**config.mk**
```make
export PLATFORM = sky130hd
export DESIGN_NAME = video_timing
export DESIGN_NICKNAME = d
export VERILOG_FILES = /design/src/rtl/video_timing.sv
export SDC_FILE = /design/constraint.sdc
export NUM_CORES = 1
export LEC_CHECK = 0
export ABC_AREA = 1
export CAP_MARGIN = 20
export CORE_MARGIN = 1.5
export CORE_UTILIZATION = 56
export CTS_CLUSTER_SIZE = 10
export DETAILED_ROUTE_END_ITERATION = 6
export GPL_ROUTABILITY_DRIVEN = 0
export PLACE_DENSITY = 0.8
export SYNTH_ARGS = -nofsm -noshare
export SYNTH_HDL_FRONTEND = slang
export SYNTH_SLANG_ARGS = --single-unit
```
**constraint.sdc**
```tcl
create_clock -name clk -period 2.55 [get_ports clk]
set_input_delay 0.51 -clock clk [delete_from_list [all_inputs] [get_ports clk]]
set_output_delay 0.51 -clock clk [all_outputs]
set_load 0.02 [all_outputs]
```
**src/rtl/video_timing.sv**
```systemverilog
`timescale 1ns/1ps
`default_nettype none
// ============================================================================
// Module   : video_timing
// Purpose  : VGA-style raster timing generator. Counts raw pixel/line
//            positions, generates sync pulses, and maps a centred,
//            integer-upscaled logical window onto logical coordinates
//            (hpos, vpos) for the text buffer.
// Ports    : clk, reset (async, active-high), ce (pixel clock enable)
//            hsync, vsync      - sync pulses at SYNC_POL
//            display_on        - raw position inside the visible area
//            window_on         - raw position inside the logical window
//            hpos, vpos        - logical column / line
//            hcount, vcount    - raw column / line
//            frame_start       - one-clk pulse when (0,0) is presented
// Revision : 1.0 - initial release
// ============================================================================
module video_timing #(
    parameter int H_VISIBLE = 640,
    parameter int H_FRONT   = 16,
    parameter int H_SYNC    = 96,
    parameter int H_BACK    = 48,
    parameter int V_VISIBLE = 480,
    parameter int V_FRONT   = 10,
    parameter int V_SYNC    = 2,
    parameter int V_BACK    = 33,
    parameter bit SYNC_POL  = 1'b0,
    parameter int SCALE     = 3,
    parameter int LOG_W     = 160,
    parameter int LOG_H     = 128,
    parameter int X_OFF     = 80,
    parameter int Y_OFF     = 48
) (
    input  logic       clk,
    input  logic       reset,
    input  logic       ce,
    output logic       hsync,
    output logic       vsync,
    output logic       display_on,
    output logic       window_on,
    output logic [7:0] hpos,
    output logic [6:0] vpos,
    output logic [9:0] hcount,
    output logic [9:0] vcount,
    output logic       frame_start
);

    localparam int c_H_TOTAL = H_VISIBLE + H_FRONT + H_SYNC + H_BACK;
    localparam int c_V_TOTAL = V_VISIBLE + V_FRONT + V_SYNC + V_BACK;
    localparam int c_SW      = (SCALE > 1) ? $clog2(SCALE) : 1;

    localparam logic [9:0] c_H_LAST  = 10'(c_H_TOTAL - 1);
    localparam logic [9:0] c_V_LAST  = 10'(c_V_TOTAL - 1);
    localparam logic [9:0] c_HS_BEG  = 10'(H_VISIBLE + H_FRONT);
    localparam logic [9:0] c_HS_END  = 10'(H_VISIBLE + H_FRONT + H_SYNC - 1);
    localparam logic [9:0] c_VS_BEG  = 10'(V_VISIBLE + V_FRONT);
    localparam logic [9:0] c_VS_END  = 10'(V_VISIBLE + V_FRONT + V_SYNC - 1);
    localparam logic [9:0] c_H_VIS   = 10'(H_VISIBLE);
    localparam logic [9:0] c_V_VIS   = 10'(V_VISIBLE);
    localparam logic [9:0] c_X_BEG   = 10'(X_OFF);
    localparam logic [9:0] c_X_END   = 10'(X_OFF + LOG_W * SCALE - 1);
    localparam logic [9:0] c_Y_BEG   = 10'(Y_OFF);
    localparam logic [9:0] c_Y_END   = 10'(Y_OFF + LOG_H * SCALE - 1);
    localparam logic [c_SW-1:0] c_S_LAST  = c_SW'(SCALE - 1);
    localparam logic [c_SW-1:0] c_S_ONE   = c_SW'(1);
    localparam logic [7:0] c_HPOS_LAST = 8'(LOG_W - 1);
    localparam logic [6:0] c_VPOS_LAST = 7'(LOG_H - 1);

    logic [c_SW-1:0] r_sx;
    logic [c_SW-1:0] r_sy;

    logic       w_hwrap;
    logic [9:0] w_hnext;
    logic [9:0] w_vnext;
    logic       w_in_x;
    logic       w_in_y;

    // Every registered output is decoded from the next counter values so
    // that all outputs describe the same raw position as hcount/vcount.
    always_comb begin
        w_hwrap = (hcount == c_H_LAST);
        w_hnext = w_hwrap ? 10'd0 : hcount + 10'd1;
        w_vnext = vcount;
        if (w_hwrap) begin
            w_vnext = (vcount == c_V_LAST) ? 10'd0 : vcount + 10'd1;
        end
        w_in_x = (w_hnext >= c_X_BEG) && (w_hnext <= c_X_END);
        w_in_y = (w_vnext >= c_Y_BEG) && (w_vnext <= c_Y_END);
    end

    always_ff @(posedge clk or posedge reset) begin
        if (reset) begin
            hcount      <= 10'd0;
            vcount      <= 10'd0;
            r_sx        <= '0;
            r_sy        <= '0;
            hpos        <= 8'd0;
            vpos        <= 7'd0;
            hsync       <= ~SYNC_POL;
            vsync       <= ~SYNC_POL;
            display_on  <= 1'b1;
            window_on   <= 1'b0;
            frame_start <= 1'b0;
        end else if (ce) begin
            hcount      <= w_hnext;
            vcount      <= w_vnext;
            hsync       <= (w_hnext >= c_HS_BEG && w_hnext <= c_HS_END) ? SYNC_POL : ~SYNC_POL;
            vsync       <= (w_vnext >= c_VS_BEG && w_vnext <= c_VS_END) ? SYNC_POL : ~SYNC_POL;
            display_on  <= (w_hnext < c_H_VIS) && (w_vnext < c_V_VIS);
            window_on   <= w_in_x && w_in_y;
            frame_start <= (w_hnext == 10'd0) && (w_vnext == 10'd0);

            // Horizontal sub-pixel counter: restart at the window's left
            // edge, step once per raw pixel, bump hpos every SCALE pixels.
            if (!w_in_x || (w_hnext == c_X_BEG)) begin
                r_sx <= '0;
                hpos <= 8'd0;
            end else if (r_sx == c_S_LAST) begin
                r_sx <= '0;
                if (hpos != c_HPOS_LAST) begin
                    hpos <= hpos + 8'd1;
                end
            end else begin
                r_sx <= r_sx + c_S_ONE;
            end

            // Vertical sub-line counter only moves at line wrap, which keeps
            // vpos constant across a whole raw line.
            if (w_hwrap) begin
                if (!w_in_y || (w_vnext == c_Y_BEG)) begin
                    r_sy <= '0;
                    vpos <= 7'd0;
                end else if (r_sy == c_S_LAST) begin
                    r_sy <= '0;
                    if (vpos != c_VPOS_LAST) begin
                        vpos <= vpos + 7'd1;
                    end
                end else begin
                    r_sy <= r_sy + c_S_ONE;
                end
            end
        end else begin
            frame_start <= 1'b0;
        end
    end

endmodule
`default_nettype wire

```
Yosys cells after proc, flatten, opt, wreduce, memory -nomap -nowiden
Index checks and enable logic that the tools add are counted.
{"block": "totals", "ff_bits": 44, "elab_cells": 71}
{"block": "classes", "addsub": 6, "n_lt_le_gt_ge": 10, "eq_ne": 8, "n_mux": 16, "reduce_logical": 20}
{"operator": "10-bit 2-to-1 mux", "n": 3}
{"operator": "8-bit 2-to-1 mux", "n": 3}
{"operator": "7-bit 2-to-1 mux", "n": 3}
{"operator": "10-bit by 1-bit adder with 10-bit output, second input constant", "n": 2}
{"operator": "10-bit equality test, second input constant", "n": 2}
{"operator": "10-bit less-or-equal comparator, second input constant", "n": 2}
{"operator": "10-bit by 9-bit less-or-equal comparator with 1-bit output, second input constant", "n": 2}
{"operator": "10-bit zero test", "n": 2}
{"operator": "10-bit by 6-bit equality test with 1-bit output, second input constant", "n": 1}
{"operator": "10-bit by 7-bit equality test with 1-bit output, second input constant", "n": 1}
{"operator": "10-bit >= comparator, second input constant", "n": 1}
{"operator": "10-bit by 6-bit >= comparator with 1-bit output, second input constant", "n": 1}
{"operator": "10-bit by 7-bit >= comparator with 1-bit output, second input constant", "n": 1}
{"operator": "10-bit by 9-bit >= comparator with 1-bit output, second input constant", "n": 1}
{"operator": "10-bit < comparator, second input constant", "n": 1}
{"operator": "10-bit by 9-bit < comparator with 1-bit output, second input constant", "n": 1}
{"operator": "8-bit by 1-bit adder with 8-bit output, second input constant", "n": 1}
{"operator": "2-bit 2-to-1 mux", "n": 4}
{"operator": "8-bit inequality test, second input constant", "n": 1}
{"operator": "2-bit nonzero test", "n": 4}
{"operator": "7-bit by 1-bit adder with 7-bit output, second input constant", "n": 1}
{"operator": "1-bit logical AND", "n": 7}
{"operator": "7-bit inequality test, second input constant", "n": 1}
{"operator": "2-bit by 1-bit adder with 2-bit output, second input constant", "n": 2}
{"operator": "other kinds (7)", "n": 12}

Logic depth before layout (Yosys ltp)
Gate-level depths: netlist of the first run.
{"block": "depth", "depth_word": 9, "ltp_mapped": 15, "depth_no_buf": 15}

Least setup slack after synthesis of the first run
Ideal clock, no wire load.
{"block": "synth_path", "path_type": "reg2reg", "startpoint": "register hcount[1]", "endpoint": "register vpos[1]", "t_arrival_ps": 1982, "required_ps": 2433, "path_slack_ps": 451, "path_stages_with_launch": 15, "path_cell_list": "dfrtp_1 ha_1 nand2_4 nor2_8 nand3_4 nor2_2 nand2_1 nand2_1 nand2_2 nor2_2 nand3_2 nand4_4 nand2_2 nand2_1 nand2_1"}
{"block": "synth_between", "elab_chain_len": 8}
{"element": "start: declaration", "line": "43", "source": "output logic [9:0] hcount,"}
{"element": "start signal: assignment", "line": "105", "source": "hcount <= w_hnext;"}
{"element": "10-bit equality test (*)", "line": "81", "source": "w_hwrap = (hcount == c_H_LAST);"}
{"element": "10-bit 2-to-1 mux", "line": "84", "source": "if (w_hwrap) begin"}
{"element": "10-bit by 6-bit >= comparator with 1-bit output or 10-bit by 9-bit less-or-equal comparator with 1-bit output (tied branches)", "line": "88", "source": "w_in_y = (w_vnext >= c_Y_BEG) && (w_vnext <= c_Y_END);"}
{"element": "1-bit logical AND", "line": "88"}
{"element": "1-bit zero test", "line": "130", "source": "if (!w_in_y || (w_vnext == c_Y_BEG)) begin"}
{"element": "1-bit logical OR", "line": "130"}
{"element": "2-bit nonzero test (no source line)"}
{"element": "4-bit AND reduction (no source line)"}
{"element": "end signal: assignment", "line": "136", "source": "vpos <= vpos + 7'd1;"}
{"element": "end: declaration", "line": "42", "source": "output logic [6:0] vpos,"}
Every way passes the cells marked *; elsewhere a longest branch is shown, timed or not.
A chain may end at the register's enable or synchronous reset.

Final worst setup path of the first run
{"block": "layout_path", "startpoint": "register hcount[0]", "endpoint": "register vpos[1]"}
The elaborated chain is that of the path after synthesis.

==> results of run 1 <==
-- final cells by class --
type	instances	area [um2]	share of cell area, %
Sequential cell	44	1110	29.2
Multi-Input combinational cell	326	1780	47.1
Clock buffer	6	82.6	2.18
Clock inverter	2	38.8	1.02
Timing Repair Buffer	45	455	12.0
Inverter	62	233	6.14
Tap cell	72	90.1	2.38
-- power by group --
part	total (mW)	internal [mW]	leakage (nW)	switching [mW]
clock	0.572	0.321	0.0614	0.251
combinational	1.04	0.392	1.24	0.643
sequential	0.996	0.813	0.563	0.183
-- state kept, by name (all words and copies together), names as in the netlist --
name	flops
hsync	1
frame_start	1
r_sx	2
window_on	1
display_on	1
vpos	7
vsync	1
vcount	10
hcount	10
hpos	8
r_sy	2
-- stage by stage --
stage               hold WS (ps)  instance area (um2)
floorplan                    495                 3150
global placement             459                 3660
detailed placement           480                 3660
CTS                          492                 3780
global route                 505                 3790
finish                       484                 3790
-- cells by family (layout without fill, tap and decap cells) --
| logic type | after synthesis | after routing | share of synthesized area (%) |
|---|---|---|---|
| fa+ha+maj | 7 | 7 | 2.78 |
| flops | 44 | 44 | 35.0 |
| simple gates | 262 | 262 | 42.6 |
| buf+inv | 69 | 115 | 8.49 |
| compound gates | 46 | 46 | 8.02 |
| xor+xnor | 11 | 11 | 3.06 |
-- metal layers --
metal / vias up / global-route usage [%] / wire length [um]
li1: 1501 / - / -
met1: 1446 / 35.6 / 3390
met2: 100 / 46.3 / 3820
met3: 18 / 4.19 / 344
met4: 0 / 9.29 / 142
met5: - / 0 / 0
-- cells in the final DEF, fill, tap and decap left out, types with 2 or more instances in the layout --
| master | instances |
|---|---|
| nor2_8 | 2 |
| nand2_4 | 2 |
| nand4_4 | 4 |
| xnor2_1 | 3 |
| inv_2 | 11 |
| nor2_1 | 36 |
| nand2_2 | 13 |
| dfrtp_1 | 40 |
| nor2_2 | 11 |
| nand3_2 | 6 |
| o21ai_2 | 3 |
| ha_1 | 6 |
| inv_1 | 50 |
| buf_4 | 2 |
| nor4_1 | 2 |
| nor3_1 | 7 |
| o21ai_0 | 26 |
| nand4_1 | 20 |
| clkbuf_8 | 6 |
| clkdlybuf4s50_1 | 42 |
| a21oi_1 | 12 |
| xor2_1 | 8 |
| dfstp_2 | 3 |
| nand2_1 | 129 |
| nand3b_1 | 2 |
| nand3_1 | 21 |
| o22ai_1 | 2 |
| nor2_4 | 3 |
-- synth_stat cells (all sizes together), types with 3 or more instances --
cell type and number:
a21oi 13, clkbuf 5, dfrtp 41, dfstp 3
ha 7, inv 62, nand2 144, nand3 28
nand4 24, nor2 52, nor3 7, o21ai 29
xnor2 3, xor2 8
-- worst max-delay path, cell delays in order (launching register included) --
cell	delay [ps]
dfrtp_1	470
ha_2	270
nand2_4	100
nor2_4	120
nand4_4	220
inv_2	180
nand2_1	90
nand2_1	90
nand2_1	70
nor2_1	210
nand3_1	160
nand4_4	140
nand2_2	50
nand2_1	50
nand2_1	50
-- final timing paths --
path,start,to,cells past startpoint
worst max register to register,hcount[0]$_DFFE_PP0P_,vpos[1]$_DFFE_PP0P_,14
worst min-delay path,vsync$_DFFE_PP1P_,vsync$_DFFE_PP1P_,2
max in group asynchronous,reset,vsync$_DFFE_PP1P_,3
worst max-delay path,hcount[0]$_DFFE_PP0P_,vpos[1]$_DFFE_PP0P_,14
min in group asynchronous,reset,r_sy[0]$_DFFE_PP0P_,2
worst min register to register,vsync$_DFFE_PP1P_,vsync$_DFFE_PP1P_,2
==> run metrics, run 1 <==
PortBufs=42; first-pass GRT wire length=13300 um; top_reg_cell synth=dfrtp_1; CP arrival=around 2600 ps; worst setup margin=between 150 and 200 ps; GR Overflow Total=0; Final Hold Vio Count=0; Setup TNS=0 ps; DP Cell Count=approximately 550; worst reg-to-reg setup slack=approximately 170 ps; leak pwr=roughly 1.9 nW; vias in the first global route=just under 3000; final design utilization=between 60% and 70%; Synth cell types=35; CTS root buffer=clkbuf_8; initial antenna violation count=0; minimum clock period=about 2400 ps; register area share after synthesis=between 30% and 40%; status=completed; CTS tree=built; Final Slew Violations=0; H-tree levels=2; wire per inst=roughly 14 um; power consumption=approximately 2.6 mW; # Post-CTS Setup Buffers=0; syn nets=between 400 and 500; Post-synth EDFFs=0; Vias/cell=between 5 and 6; main area contributors after synthesis=dfrtp_1 (33%), nand2_1 (15%), inv_1 (6.1%); Setup Crit Path Kind=register to register; final period utilization=between 90 and 100%; worst vdd ir=roughly 540 uV; RSZ-0062 raised after global routing=no; die height=just under 80 um; DRT Pass-1 Iters=6; # diodes=0; pin count of the biggest net entering global routing=39; max_cap viols=0; Hold-fix buffers, CTS=0; Worst Path Required=2740 ps; DR iter-0 viols=between 150 and 200; post-place setup slack=roughly 230 ps; final wirelength=just under 8000 um; clock-pin slew on the worst setup and hold paths=about 80 ps; Placeable Area=5470 um2; Synth area leader=dfrtp_1; clock sink count=44; Seq cells post-synth=44; total global-route track usage=27.3%; area grow syn2layout=20.2%; antenna-violating nets left=0; layout cells sized above 1=15.3%; FFs w/ async S/R, synth=between 90% and 100%; Clock Skew=7.51 ps; drc violations=0; CP endpoint kind=register; PwrDens=a little under 700 nW/um2; Clock Latency Late Sink=around 300 ps; Die X=78.0 um; Starting Density=57.6%; final setup vio count=0; I/O pin cnt=43; startpoint types=register; # fillers=between 400 and 500; synth warn=0; CTS buffer count=5; critical path fanouts, max=14; Max transition margin=between 50 and 60%; Post-Layout Cell Count=between 500 and 600; Syn Inst Count=roughly 440; syn_area_per_cell=roughly 7 um2; Vias=roughly 3000; Hold Crit Class=register to register; clock buffer depth=2; Post-Syn Area=roughly 3200 um2; Least-Margin Pin Slew=slightly above 600 ps; die area=about 6100 um2; NumNets Final=between 400 and 500; Resized Gates After CTS=0; share of the synthesized area in the top cell type=~33%; Rows=27; Max Fclk=about 0.42 GHz; Post-DP HPWL=5640 um
Power figures use the tool's default switching activity.
==> run 2: changes to the inputs <==
--- a/config.mk
+++ b/config.mk
@@ -8,11 +8,12 @@
 export ABC_AREA = 1
 export CAP_MARGIN = 20
 export CORE_MARGIN = 1.5
-export CORE_UTILIZATION = 56
+export CORE_UTILIZATION = 59
 export CTS_CLUSTER_SIZE = 10
 export DETAILED_ROUTE_END_ITERATION = 6
 export GPL_ROUTABILITY_DRIVEN = 0
-export PLACE_DENSITY = 0.8
+export PLACE_DENSITY = 0.84
+export SKIP_CTS_REPAIR_TIMING = 1
 export SYNTH_ARGS = -nofsm -noshare
 export SYNTH_HDL_FRONTEND = slang
 export SYNTH_SLANG_ARGS = --single-unit
==> constraint.sdc (replaced) <==
create_clock -name clk -period 2.75 [get_ports clk]
set_input_delay 0.55 -clock clk [delete_from_list [all_inputs] [get_ports clk]]
set_output_delay 0.55 -clock clk [all_outputs]
set_load 0.02 [all_outputs]
==> run 2 against run 1 <==
Effect of this change:
- cell area fell by 0.50%
- register-to-register slack gained 240 ps
- power decreased by 7.6%
- critical endpoint unchanged
- routed wire length fell by 3.7%
- setup slack gained 240 ps
- maximum frequency is 1.6% higher
- clock skew is 4.3 ps higher
- sequential share of layout area up 0.11 points
- first-iteration DRC count rose by 34%
==> run metrics, run 2 (synthesis gave the netlist of run 1 again) <==
Least-Margin Pin Slew=556 ps; final setup vio count=0; CTS tree=built; Clock Latency Late Sink=between 300 and 400 ps; clock-pin slew on the worst setup and hold paths=90 ps; Hold Crit Class=register to register; Worst Hold Launch=display_on$_DFFE_PP1P_; first-pass GRT wire length=~13000 um; DRT Pass-1 Iters=4; Setup TNS=0 ps; layer with the highest usage=met2; minimum clock period=2340 ps; layout cells sized above 1=14.8%; sequential cell area=between 1000 and 1500 um2; GR Layer Usage met1=between 30% and 40%; delay-heaviest family, CP=simple AND/OR/NAND/NOR gates; most frequent cells in the layout=nand2_1 (129), inv_1 (50), clkdlybuf4s50_1 (42); Placeable Area=roughly 5100 um2; Slowest cell on crit path=dfrtp_1; power consumption=around 2.4 mW; worst r2r src=hcount[1]$_DFFE_PP0P_; H-tree levels=2; crit path buf inv count=1; CP arrival=approximately 2500 ps; CTS root buffer=clkbuf_8; die area=5790 um2; NumNets Final=between 400 and 500; drc violations=0; Final Hold Vio Count=0; Clock Skew=11.8 ps; grt met3 use=between 3 and 4%; vias in the first global route=~2900; status=completed; crit path cell chain=ha_1 -> nand2_4 -> nor2_4 -> nand4_4 -> inv_2 -> nand2_1 -> nand2_1 -> nand2_1 -> nor2_1 -> nand3_1 -> nand4_4 -> nand2_2 -> nand2_1 -> nand2_1; # diodes=0; Largest regs=hcount (10), vcount (10), hpos (8); critical path fanouts, max=14; GR Overflow Total=0; Max Fclk=roughly 0.43 GHz; worst hold path depth=2; wire per inst=roughly 13 um; worst reg-to-reg setup slack=410 ps; PortBufs=42; leak pwr=about 1.9 nW; footprint of the multi-input gates=between 1500 and 2000 um2; PwrDens=about 640 nW/um2; CTS buffer count=5; die height=76.1 um; # fillers=roughly 410; Rows=26; total global-route track usage=a little over a quarter; DR iter-0 viols=approximately 250; RR Endpoint=vpos[1]$_DFFE_PP0P_; Worst Reg-to-Reg Cells=14; clock buffer depth=2; area grow syn2layout=19.6%; Final Slew Violations=0; CP dominant cell by count=nand2_1; Setup Crit Path Kind=register to register; final period utilization=roughly 85%; worst vdd ir=approximately 480 uV; CP endpoint kind=register; Post-DP HPWL=about 5400 um; I/O pin cnt=43; max incr delay on CP=~450 ps; clock sink count=44; final wirelength=between 7000 and 8000 um; max_cap viols=0; startpoint types=register; pin count of the biggest net entering global routing=45; Starting Density=about three fifths; antenna-violating nets left=0; initial antenna violation count=0; Worst Path Required=2940 ps; Max transition margin=a little over three fifths; RSZ-0062 raised after global routing=no; Die X=between 70 and 80 um; hold path endpoint=display_on$_DFFE_PP1P_; Vias=3024; GR Util met2=a little under half; commonest non-fill, non-tap cell in the layout=nand2_1; Vias/cell=between 5 and 6
[run 2: cell count changes in the layout (fill, tap and decap cells not counted)]
cell	previous run	this run
buf_12	1	0
buf_4	2	3
dfrtp_1	40	41
dfrtp_2	1	0
ha_1	6	7
ha_2	1	0
[run 2: where the power goes]
| part | internal [mW] | total [mW] | switching [mW] | leakage, nW |
|---|---|---|---|---|
| combinational | 0.360 | 0.954 | 0.594 | 1.24 |
| sequential | 0.753 | 0.919 | 0.166 | 0.564 |
| clock | 0.297 | 0.533 | 0.236 | 0.0614 |
| total | 1.41 | 2.41 | 0.996 | 1.86 |
[run 2: worst max path at each step]
| stage | startpoint | to | slack [ps] | cells after the start |
|---|---|---|---|---|
| after global placement | hcount[0]$_DFFE_PP0P_ | vpos[1]$_DFFE_PP0P_ | 540 | 14 |
| after CTS | hcount[1]$_DFFE_PP0P_ | vpos[1]$_DFFE_PP0P_ | 430 | 14 |
| after floorplan | hcount[1]$_DFFE_PP0P_ | vpos[1]$_DFFE_PP0P_ | 650 | 14 |
| after detailed placement | hcount[1]$_DFFE_PP0P_ | vpos[1]$_DFFE_PP0P_ | 440 | 14 |
| after global routing | hcount[1]$_DFFE_PP0P_ | vpos[1]$_DFFE_PP0P_ | 160 | 14 |
| final | hcount[1]$_DFFE_PP0P_ | vpos[1]$_DFFE_PP0P_ | 410 | 14 |
[run 2: metrics by stage]
| stage | instances | worst slack (ps) | hold WS (ps) | utilization, % | instance area (um2) |
|---|---|---|---|---|---|
| after floorplan | 439 | 651 | 495 | - | 3150 |
| after global placement | 547 | 541 | 459 | 71.0 | 3650 |
| after detailed placement | 547 | 444 | 476 | 71.0 | 3650 |
| after CTS | 555 | 429 | 491 | 73.3 | 3770 |
| after global routing | 555 | 160 | 526 | 73.3 | 3770 |
| final | 555 | 412 | 485 | 73.3 | 3770 |
[run 2: tightest hold or removal path: cells and delay by family, from the launching register on]
kind | cells | cell delay, ps
and+or+nand+nor | 1 | 50
DFF | 1 | 380
AOI/OAI and AO/OA | 1 | 60
[run 2: layer usage]
| layer | share of wire, % | vias to the layer above | wire length (um) |
|---|---|---|---|
| met4 | 1.5 | 0 | 112 |
| met1 | 44 | 1412 | 3250 |
| met5 | 0 | - | 0 |
| met3 | 4.8 | 15 | 358 |
| met2 | 50 | 84 | 3690 |
| li1 | - | 1513 | - |
[run 2: area by class of cell]
class,count,share of cell area (%)
clock buffer,6,2.19
clock inverter,2,1.03
inverter,62,6.17
multi-input combinational,326,47.2
sequential,44,29.3
tap,70,2.32
timing repair buffer,45,11.7
